### src/rtl/mac_dot_scheduler.sv
// FP32 dot-product sequencer: interleaves Latency partial sums through one shared MAC, then folds them.
// Latency: issues registered one cycle after transfer; done ~len + Latency + 14*(Latency-1) cycles after start.
// Backpressure: in_valid=0 inserts MAC bubbles; in_ready drops once len pairs have been accepted.
module mac_dot_scheduler #(
  parameter int DataWidth = 32,
  parameter int Latency   = 12,
  parameter int CntWidth  = 16
) (
  input  logic                 clk,
  input  logic                 rst,
  input  logic                 start,
  input  logic [CntWidth-1:0]  len,
  output logic                 busy,
  output logic                 done,
  output logic [DataWidth-1:0] result,
  input  logic                 in_valid,
  output logic                 in_ready,
  input  logic [DataWidth-1:0] w_in,
  input  logic [DataWidth-1:0] i_in,
  output logic                 mac_nop,
  output logic [DataWidth-1:0] mac_w,
  output logic [DataWidth-1:0] mac_i,
  output logic [DataWidth-1:0] mac_o,
  input  logic                 mac_nop_out,
  input  logic [DataWidth-1:0] mac_data_out
);
  localparam int SlotW = (Latency > 1) ? $clog2(Latency) : 1;
  localparam int IfW   = $clog2(Latency + 2);
  localparam logic [DataWidth-1:0] FpOne = DataWidth'(32'h3F80_0000);
  localparam logic [SlotW-1:0] LastSlot = SlotW'(Latency - 1);

  typedef enum logic [2:0] {IDLE, STREAM, DRAIN, RED_ISSUE, RED_WAIT, DONE} state_t;
  state_t state, state_nxt;

  logic [CntWidth-1:0]  len_q, k;
  logic [SlotW-1:0]     slot, j, iss_slot;
  logic [IfW-1:0]       inflight;
  logic [DataWidth-1:0] psum [Latency];
  logic [DataWidth-1:0] acc, mac_o_q, byp_o;
  logic                 tag_vld [Latency];
  logic [SlotW-1:0]     tag_slot [Latency];
  logic                 fwd, fwd_nxt, xfer, land, stream_phase, land_stream;

  assign busy         = (state != IDLE);
  assign done         = (state == DONE);
  assign in_ready     = (state == STREAM) && (k < len_q);
  assign xfer         = in_valid & in_ready;
  assign stream_phase = (state == STREAM) || (state == DRAIN);
  assign land         = ~mac_nop_out & tag_vld[Latency-1];
  assign land_stream  = land & stream_phase;
  assign byp_o        = (land && tag_slot[Latency-1] == slot) ? mac_data_out : psum[slot];
  // The previous issue to this slot lands in the very cycle the new issue is presented,
  // so its sum is muxed straight from the MAC output onto O_Data.
  assign fwd_nxt      = tag_vld[Latency-2] && (tag_slot[Latency-2] == slot);
  assign mac_o        = fwd ? mac_data_out : mac_o_q;

  always_ff @(posedge clk or negedge rst) begin
    if (!rst) state <= IDLE;
    else      state <= state_nxt;
  end

  always_comb begin
    state_nxt = state;
    unique case (state)
      IDLE:      if (start) state_nxt = (len == '0) ? DONE : STREAM;
      STREAM:    if (xfer && (k + CntWidth'(1) == len_q)) state_nxt = DRAIN;
      DRAIN:     if (inflight == '0) state_nxt = RED_ISSUE;
      RED_ISSUE: state_nxt = RED_WAIT;
      RED_WAIT:  if (land) state_nxt = (j == LastSlot) ? DONE : RED_ISSUE;
      DONE:      state_nxt = IDLE;
      default:   state_nxt = IDLE;
    endcase
  end

  always_ff @(posedge clk or negedge rst) begin
    if (!rst) begin
      len_q    <= '0;
      k        <= '0;
      slot     <= '0;
      j        <= '0;
      iss_slot <= '0;
      inflight <= '0;
      acc      <= '0;
      result   <= '0;
      mac_nop  <= 1'b1;
      mac_w    <= '0;
      mac_i    <= '0;
      mac_o_q  <= '0;
      fwd      <= 1'b0;
      for (int s = 0; s < Latency; s++) begin
        psum[s]     <= '0;
        tag_vld[s]  <= 1'b0;
        tag_slot[s] <= '0;
      end
    end else begin
      mac_nop  <= 1'b1;
      mac_w    <= '0;
      mac_i    <= '0;
      mac_o_q  <= '0;
      fwd      <= 1'b0;
      inflight <= inflight + IfW'(xfer) - IfW'(land_stream);
      // Tag rides alongside the presented issue so it emerges with the matching MAC result.
      tag_vld[0]  <= ~mac_nop;
      tag_slot[0] <= iss_slot;
      for (int s = 1; s < Latency; s++) begin
        tag_vld[s]  <= tag_vld[s-1];
        tag_slot[s] <= tag_slot[s-1];
      end
      if (land_stream) psum[tag_slot[Latency-1]] <= mac_data_out;

      unique case (state)
        IDLE: if (start) begin
          len_q <= len;
          k     <= '0;
          slot  <= '0;
          acc   <= '0;
          for (int s = 0; s < Latency; s++) psum[s] <= '0;
          if (len == '0) result <= '0;
        end
        STREAM: if (xfer) begin
          mac_nop  <= 1'b0;
          mac_w    <= w_in;
          mac_i    <= i_in;
          mac_o_q  <= byp_o;
          fwd      <= fwd_nxt;
          iss_slot <= slot;
          slot     <= (slot == LastSlot) ? '0 : slot + SlotW'(1);
          k        <= k + CntWidth'(1);
        end
        DRAIN: if (inflight == '0) begin
          acc <= psum[0];
          j   <= SlotW'(1);
        end
        RED_ISSUE: begin
          mac_nop <= 1'b0;
          mac_w   <= FpOne;
          mac_i   <= psum[j];
          mac_o_q <= acc;
        end
        RED_WAIT: if (land) begin
          acc <= mac_data_out;
          j   <= j + SlotW'(1);
          if (j == LastSlot) result <= mac_data_out;
        end
        default: ;
      endcase
    end
  end
endmodule

### config.mk
export PLATFORM = sky130hd
export DESIGN_NAME = mac_dot_scheduler
export DESIGN_NICKNAME = d
export VERILOG_FILES = /design/src/rtl/mac_dot_scheduler.sv
export SDC_FILE = /design/constraint.sdc
export NUM_CORES = 1
export LEC_CHECK = 0
export ABC_AREA = 1
export CAP_MARGIN = 20
export CORE_MARGIN = 10
export CORE_UTILIZATION = 45
export DETAILED_ROUTE_END_ITERATION = 6
export PLACE_DENSITY_LB_ADDON = 0.15
export SYNTH_ARGS = -nofsm -noshare
export SYNTH_HDL_FRONTEND = slang
export SYNTH_SLANG_ARGS = --single-unit
export TNS_END_PERCENT = 10
### constraint.sdc
create_clock -name clk -period 3.8 [get_ports clk]
set_clock_uncertainty 0.05 [all_clocks]
set_input_delay 0.57 -clock clk [delete_from_list [all_inputs] [get_ports clk]]
set_output_delay 0.57 -clock clk [all_outputs]
set_load 0.005 [all_outputs]
==> summary.txt, run 1 <==
Status: finished, final reports clean
Post-Syn Area: 33780 um^2
Sequential share of power: 0.302
IO Port Bufs: 248
CTS root buf: clkbuf_16
Pint: 17980 uW
DRC viols: 0
Max_cap viols: 0
Clk_lat worst skew: 0.65 ns
Max Fanout on Critical Path: 5
Yosys top cell area share: 0.4860
Seq/Total Area, Yosys: 0.4867
Setup ws final: 0.5352 ns
I/O pin cnt: 249
Final Hold Viols: 0
DP Area: 37430 um^2
CTS tree: done
Max-slew headroom: 0.2970
Worst setup EP type: primary output
Min cycle time layout: 3.265 ns
Dpl cells: 5133
FF-to-FF setup slack: 0.77 ns
PD cells: 795.0 nW/um^2
Aggregate global routing overflow: 0
Via count: 30770
Sequential cell area: 16460 um^2
Post-synth EDFFs: 0
Synth warnings: 0
Avg Cell Area, Syn: 8.136 um^2
Largest net degree at the start of global routing: 112
Ys flop type: dfrtp_1
Site Rows: 100
Clk slew on worst S/H paths: 0.07 ns
Syn_nets: 4294
Final slew viol count: 0
Power Total: 31860 uW
Flops & latches, synth: 657
Initial antenna violation count: 12
Setup TNS: 0 ns
Crit path kind: register to primary output
TritonCTS Buffers: 75
Die Y: 294.0 um
Layout Nets: 4384
Slew of the pin with the lowest slew margin: 1.054 ns
Post-synthesis cell count: 4152
Fillers: 6765
Clock network power share: 0.243
Ranking of synthesized cells by area: dfrtp_1 (49%), o21ai_0 (13%), a21oi_1 (9.7%)
VDD IR max: 0.0005380 V
Routed Antenna Nets: 0
First-pass GRT wire length: 191300 um
Fraction of registers with async set/reset: 1.000
WL/cell: 24.09 um
Leakage power: 0.01751 uW
Switching part of the total power: 0.4355
Combinational share of power: 0.454
Type of the worst min-delay path: register to register
Post-Layout Cell Count: 5274
Die X: 294.0 um
Initial Utilization: 0.4537
Detailed placement HPWL: 80070 um
Layout cell share with drive strength beyond 1: 0.08973
Gr usage total: 0.2898
RD Place Congestion: 0.9081
Final setup vio count: 0
Drt first pass iters: 6
Design area: 40080 um^2
Layout area overhead: 18.64%
Worst Setup Start Kind: register
Wirelength, routed: 127100 um
CTS max path bufs: 3
Cell accounting for the most synthesized area: dfrtp_1
H-tree levels: 3
DRT iter0 DRCs: 3486
Post-CTS Setup Inserts: 0
Vias in the first global route: 29650
Sink Count: 657
Cell variety after synth: 46
Fin crit share: 0.8592
Vias per cell: 5.834
Crit path DAT: 2.64 ns
Sw power: 13880 uW
Max Freq: 0.3063 GHz
CP Data Required Time: 3.18 ns
RSZ-0062 raised after global routing: no
Multi-input combinational cell area: 13970 um^2
Die Area: 86420 um^2
Place WS: 0.7738 ns
Core ar.: 74450 um^2
## state kept, by name (all words and copies together), names as in the netlist, 12 cells and up
register and cells:
tag_vld 12, mac_o_q 32, mac_w 32, psum 384, k 16, acc 32
tag_slot 48, len_q 16, result 32, mac_i 32
## final timing paths
path                                   startpoint                     to  cells past startpoint
hold reg to reg            tag_slot[11]$_DFF_PN0_  tag_slot[7]$_DFF_PN0_                      0
min in group asynchronous                     rst    mac_i[10]$_DFF_PN0_                      2
setup reg to reg                 k[2]$_DFFE_PN0P_      k[15]$_DFFE_PN0P_                     11
setup / recovery                 k[3]$_DFFE_PN0P_               in_ready                      9
hold / removal             tag_slot[11]$_DFF_PN0_  tag_slot[7]$_DFF_PN0_                      0
max in group asynchronous                     rst    mac_w[15]$_DFF_PN0_                      3
## cells in the mapped netlist, types with 7 or more instances
library cell / instances
a32o_1: 32
o22ai_1: 40
nand3_4: 9
nand4_1: 9
mux2_2: 32
buf_2: 47
o21ai_1: 20
o21ai_0: 859
o211ai_1: 65
inv_1: 511
inv_2: 11
buf_4: 7
ha_1: 24
a211oi_2: 64
clkbuf_1: 255
nand2_1: 363
buf_1: 39
a21oi_1: 654
nand3_1: 204
nor2_1: 205
dfrtp_1: 656
## kinds of logic (layout without fill, tap and decap cells)
group	after synthesis	in the layout	synth area share
buffers and inverters	878	1028	0.1017
other	0	3	0
muxes	32	32	0.01067
AOI/OAI and AO/OA	1743	1743	0.2845
xor gates and xnor gates	11	11	0.003667
DFF	657	657	0.4867
and+or+nand+nor	806	806	0.1032
adders and majority gates	25	25	0.009482
## power by group through the flow
stage,Combinational [uW],Clock [uW],Sequential [uW]
after floorplan,8180,0,9340
after global placement,14100,0,9690
after detailed placement,14200,0,9720
after CTS,14300,7840,9620
after global routing,15600,8120,9810
final,14500,7750,9630
## final cells by class
| cell class | count | share of cell area |
|---|---|---|
| tap | 969 | 0.03025 |
| timing repair buffer | 368 | 0.09522 |
| multi-input combinational | 2617 | 0.3485 |
| antenna | 3 | 0.0001873 |
| clock inverter | 35 | 0.01258 |
| sequential | 657 | 0.4107 |
| clock buffer | 102 | 0.05311 |
| inverter | 523 | 0.04939 |
## worst max-delay path: stages (launching register included)
cell and delay [ns]:
dfrtp_1 0.43, ha_1 0.31, a21oi_1 0.14, o21ai_0 0.11, nand3_1 0.09, nand3_1 0.11, nand2_1 0.14, nand2_1 0.10
inv_1 0.07, clkdlybuf4s50_1 0.51
## routing by layer
layer / GRT usage / routed length, um / vias to the layer above
met4: 0.1268 / 5498 / 8
met1: 0.3882 / 52650 / 14830
met2: 0.4387 / 56890 / 1425
li1: - / - / 14210
met3: 0.07353 / 11970 / 291
met5: 0 / 64 / -
## metrics by stage
step,hold WS [ns],util
after floorplan,0.2244,-
after global placement,0.2831,0.5027
after detailed placement,0.2856,0.5027
after CTS,0.2963,0.5382
after global routing,0.3024,0.5382
final,0.2902,0.5383
## timing repair
| item | 4_1_cts | 5_1_grt |
|---|---|---|
| hold endpoints to repair | 25 | 0 |
| hold buffers | 1 | 0 |
| gates resized for setup | 0 | 0 |
| setup endpoints to repair | 0 | 0 |
## placed cells by master, fill, tap and decap left out, types with 3 or more instances in the layout
| cell | Yosys | layout |
|---|---|---|
| a211oi_2 | 64 | 64 |
| a21oi_1 | 654 | 654 |
| a32o_1 | 32 | 32 |
| buf_12 | 0 | 34 |
| buf_4 | 7 | 85 |
| bufinv_16 | 0 | 7 |
| clkbuf_1 | 255 | 12 |
| clkbuf_16 | 0 | 75 |
| clkbuf_8 | 0 | 15 |
| clkdlybuf4s50_1 | 0 | 247 |
| clkinv_1 | 1 | 4 |
| clkinv_2 | 0 | 13 |
| clkinv_4 | 0 | 4 |
| clkinvlp_4 | 0 | 3 |
| dfrtp_1 | 656 | 650 |
| dfrtp_4 | 0 | 4 |
| diode_2 | 0 | 3 |
| ha_1 | 24 | 24 |
| inv_1 | 511 | 507 |
| inv_16 | 0 | 4 |
| inv_2 | 11 | 8 |
| inv_6 | 0 | 4 |
| mux2_2 | 32 | 32 |
| nand2_1 | 363 | 363 |
| nand3_1 | 204 | 201 |
| nand3_2 | 1 | 3 |
| nand3_4 | 9 | 10 |
| nand4_1 | 9 | 9 |
| nor2_1 | 205 | 202 |
| nor2_4 | 3 | 6 |
| o211ai_1 | 65 | 65 |
| o21ai_0 | 859 | 859 |
| o21ai_1 | 20 | 20 |
| o22ai_1 | 40 | 40 |
| xnor2_1 | 3 | 3 |
| xor2_1 | 6 | 6 |
(Power assumes the default switching activity.)
==> run 2: changes to the inputs <==
--- a/config.mk
+++ b/config.mk
@@ -10,6 +10,7 @@
 export CORE_MARGIN = 10
 export CORE_UTILIZATION = 45
 export DETAILED_ROUTE_END_ITERATION = 6
+export MAX_ROUTING_LAYER = met4
 export PLACE_DENSITY_LB_ADDON = 0.15
 export SYNTH_ARGS = -nofsm -noshare
 export SYNTH_HDL_FRONTEND = slang
==> run 2 against run 1 <==
Against the previous run: combinational power about the same; sequential power about the same; first-iteration DRC count up 4.8%; clock power about the same; count of clock-buffer cells in the layout unchanged; utilization about the same; highest routed layer is now met4; non-clock buffer count unchanged; final cell count about the same; design area about the same; global-route usage up 0.84 points; register-to-register slack about the same.
==> summary.txt, run 2 (synthesis results as in run 1) <==
Leakage power: 0.01751 uW (unchanged)
Hold_ws: 0.2938 ns (+0.003593 ns)
Layout area overhead: 18.66% (about the same)
First-pass GRT wire length: 191300 um (about the same)
Crit path DAT: 2.65 ns (about the same)
Min cycle time layout: 3.267 ns (+0.002062 ns)
Vias in the first global route: 29670 (+0.047%)
WL/cell: 24.10 um (about the same)
IO Port Bufs: 248 (unchanged)
PD cells: 795.2 nW/um^2 (about the same)
CTS max path bufs: 3 (unchanged)
Via count: 30950 (+0.58%)
Power Total: 31870 uW (about the same)
CP peak stage delay: 0.50 ns (about the same)
Max reg flops: 384 (unchanged)
Die Y: 294.0 um (unchanged)
Gr usage total: 0.2982 (+0.008370)
I/O pin cnt: 249 (unchanged)
Type of the worst min-delay path: register to register
CP Data Required Time: 3.18 ns (about the same)
RSZ-0062 raised after global routing: no
Hold-fix buffers, CTS: 1 (unchanged)
Max_cap viols: 0 (unchanged)
Detailed placement HPWL: 80070 um (unchanged)
Top Registers: psum (384), tag_slot (48)
H-tree levels: 3 (unchanged)
Max-slew headroom: 0.2746 (-0.02247)
Worst path slowest cell: clkdlybuf4s50_1
Worst Setup Start Kind: register
Routed Antenna Nets: 0 (unchanged)
Initial Utilization: 0.4537 (unchanged)
RD Place Congestion: 0.9237 (+1.7%)
Buf+Inv Stages, Crit Path: 3 (+1)
Sink Count: 657 (unchanged)
TritonCTS Buffers: 75 (unchanged)
Die Area: 86420 um^2 (unchanged)
Clk_lat worst skew: 0.66 ns (about the same)
Post-cts resize count: 0 (unchanged)
Largest Register: psum
Leading cell type in the layout, fill and taps excluded: o21ai_0
Status: finished, final reports clean
Layout Nets: 4384 (unchanged)
Most frequent cells in the layout: o21ai_0 (859), a21oi_1 (654), dfrtp_1 (650)
CP delay by family, top: buffers and inverters
Core ar.: 74450 um^2 (unchanged)
DRT iter0 DRCs: 3653 (+4.8%)
Dpl cells: 5133 (unchanged)
CTS root buf: clkbuf_16
Final slew viol count: 0 (unchanged)
Layout cell share with drive strength beyond 1: 0.08973 (unchanged)
VDD IR max: 0.0005369 V (-0.21%)
Site Rows: 100 (unchanged)
Post-Layout Cell Count: 5277 (+0.057%)
CTS tree: done
Max Fanout on Critical Path: 5 (unchanged)
Post-CTS Setup Inserts: 0 (unchanged)
Worst setup EP type: primary output
Final Hold Viols: 0 (unchanged)
Setup TNS: 0 ns (unchanged)
Crit path kind: register to primary output
Initial antenna violation count: 12 (unchanged)
Max Freq: 0.3061 GHz (about the same)
Fin crit share: 0.8597 (about the same)
Vias per cell: 5.864 (+0.52%)
Final setup vio count: 0 (unchanged)
Largest net degree at the start of global routing: 112 (unchanged)
Die X: 294.0 um (unchanged)
DRC viols: 0 (unchanged)
Aggregate global routing overflow: 0 (unchanged)
Clk slew on worst S/H paths: 0.06 ns (about the same)
Wirelength, routed: 127200 um (about the same)
Slew of the pin with the lowest slew margin: 1.088 ns (+0.03370 ns)
Worst path cell trace: ha_1 > nand2_1 > inv_1 > o21ai_0 > nand3_1 > nor2_1 > nand2_1 > inv_1 > clkdlybuf4s50_1
Drt first pass iters: 6 (unchanged)
## run 2: cell count changes in the layout (fill, tap and decap cells not counted), sizes merged
cell,previous run,this run
diode,3,6
## run 2: metal layers
layer / vias up / share of wire / track usage
met4: 0 / 0.041 / 0.1187
li1: 14220 / - / -
met1: 14950 / 0.42 / 0.3930
met5: - / 0 / -
met2: 1504 / 0.45 / 0.4431
met3: 279 / 0.092 / 0.06508
## run 2: final cells by class
cell class / count / area [um^2]
flip-flops and latches: 657 / 16460
inverters: 523 / 1979
multi-input cells: 2617 / 13970
clock buffers: 102 / 2128
repair buffers: 368 / 3816
well taps: 969 / 1212
diodes: 6 / 15.01
fillers: 6762 / 34360
clock inverters: 35 / 504.2
## run 2: path summary, 6_finish.rpt
path	depth (start not counted)	end	slack (ns)	from
max	9	in_ready	0.53	k[13]$_DFFE_PN0P_
min	0	tag_slot[7]$_DFF_PN0_	0.29	tag_slot[11]$_DFF_PN0_
max reg2reg	11	k[15]$_DFFE_PN0P_	0.76	k[2]$_DFFE_PN0P_
min reg2reg	0	tag_slot[7]$_DFF_PN0_	0.29	tag_slot[11]$_DFF_PN0_
max in group asynchronous	3	result[1]$_DFFE_PN0P_	2.08	rst
min in group asynchronous	2	mac_i[2]$_DFF_PN0_	0.46	rst
## run 2: metrics by stage
step           utilization  area (um^2)  worst slack, ns
6_report            0.5384        40080           0.5331
5_1_grt             0.5384        40080           0.3352
4_1_cts             0.5382        40070           0.5004
3_5_place_dp        0.5027        37430           0.7738
3_3_place_gp        0.5027        37430           0.7398
2_1_floorplan            -        33780           0.9139
## run 2: where the power goes
part	leakage (uW)	switching (uW)	internal, uW
sequential	0.00898	991	8640
combinational	0.00724	9630	4850
clock	0.00129	3270	4490
total	0.0175	13900	18000
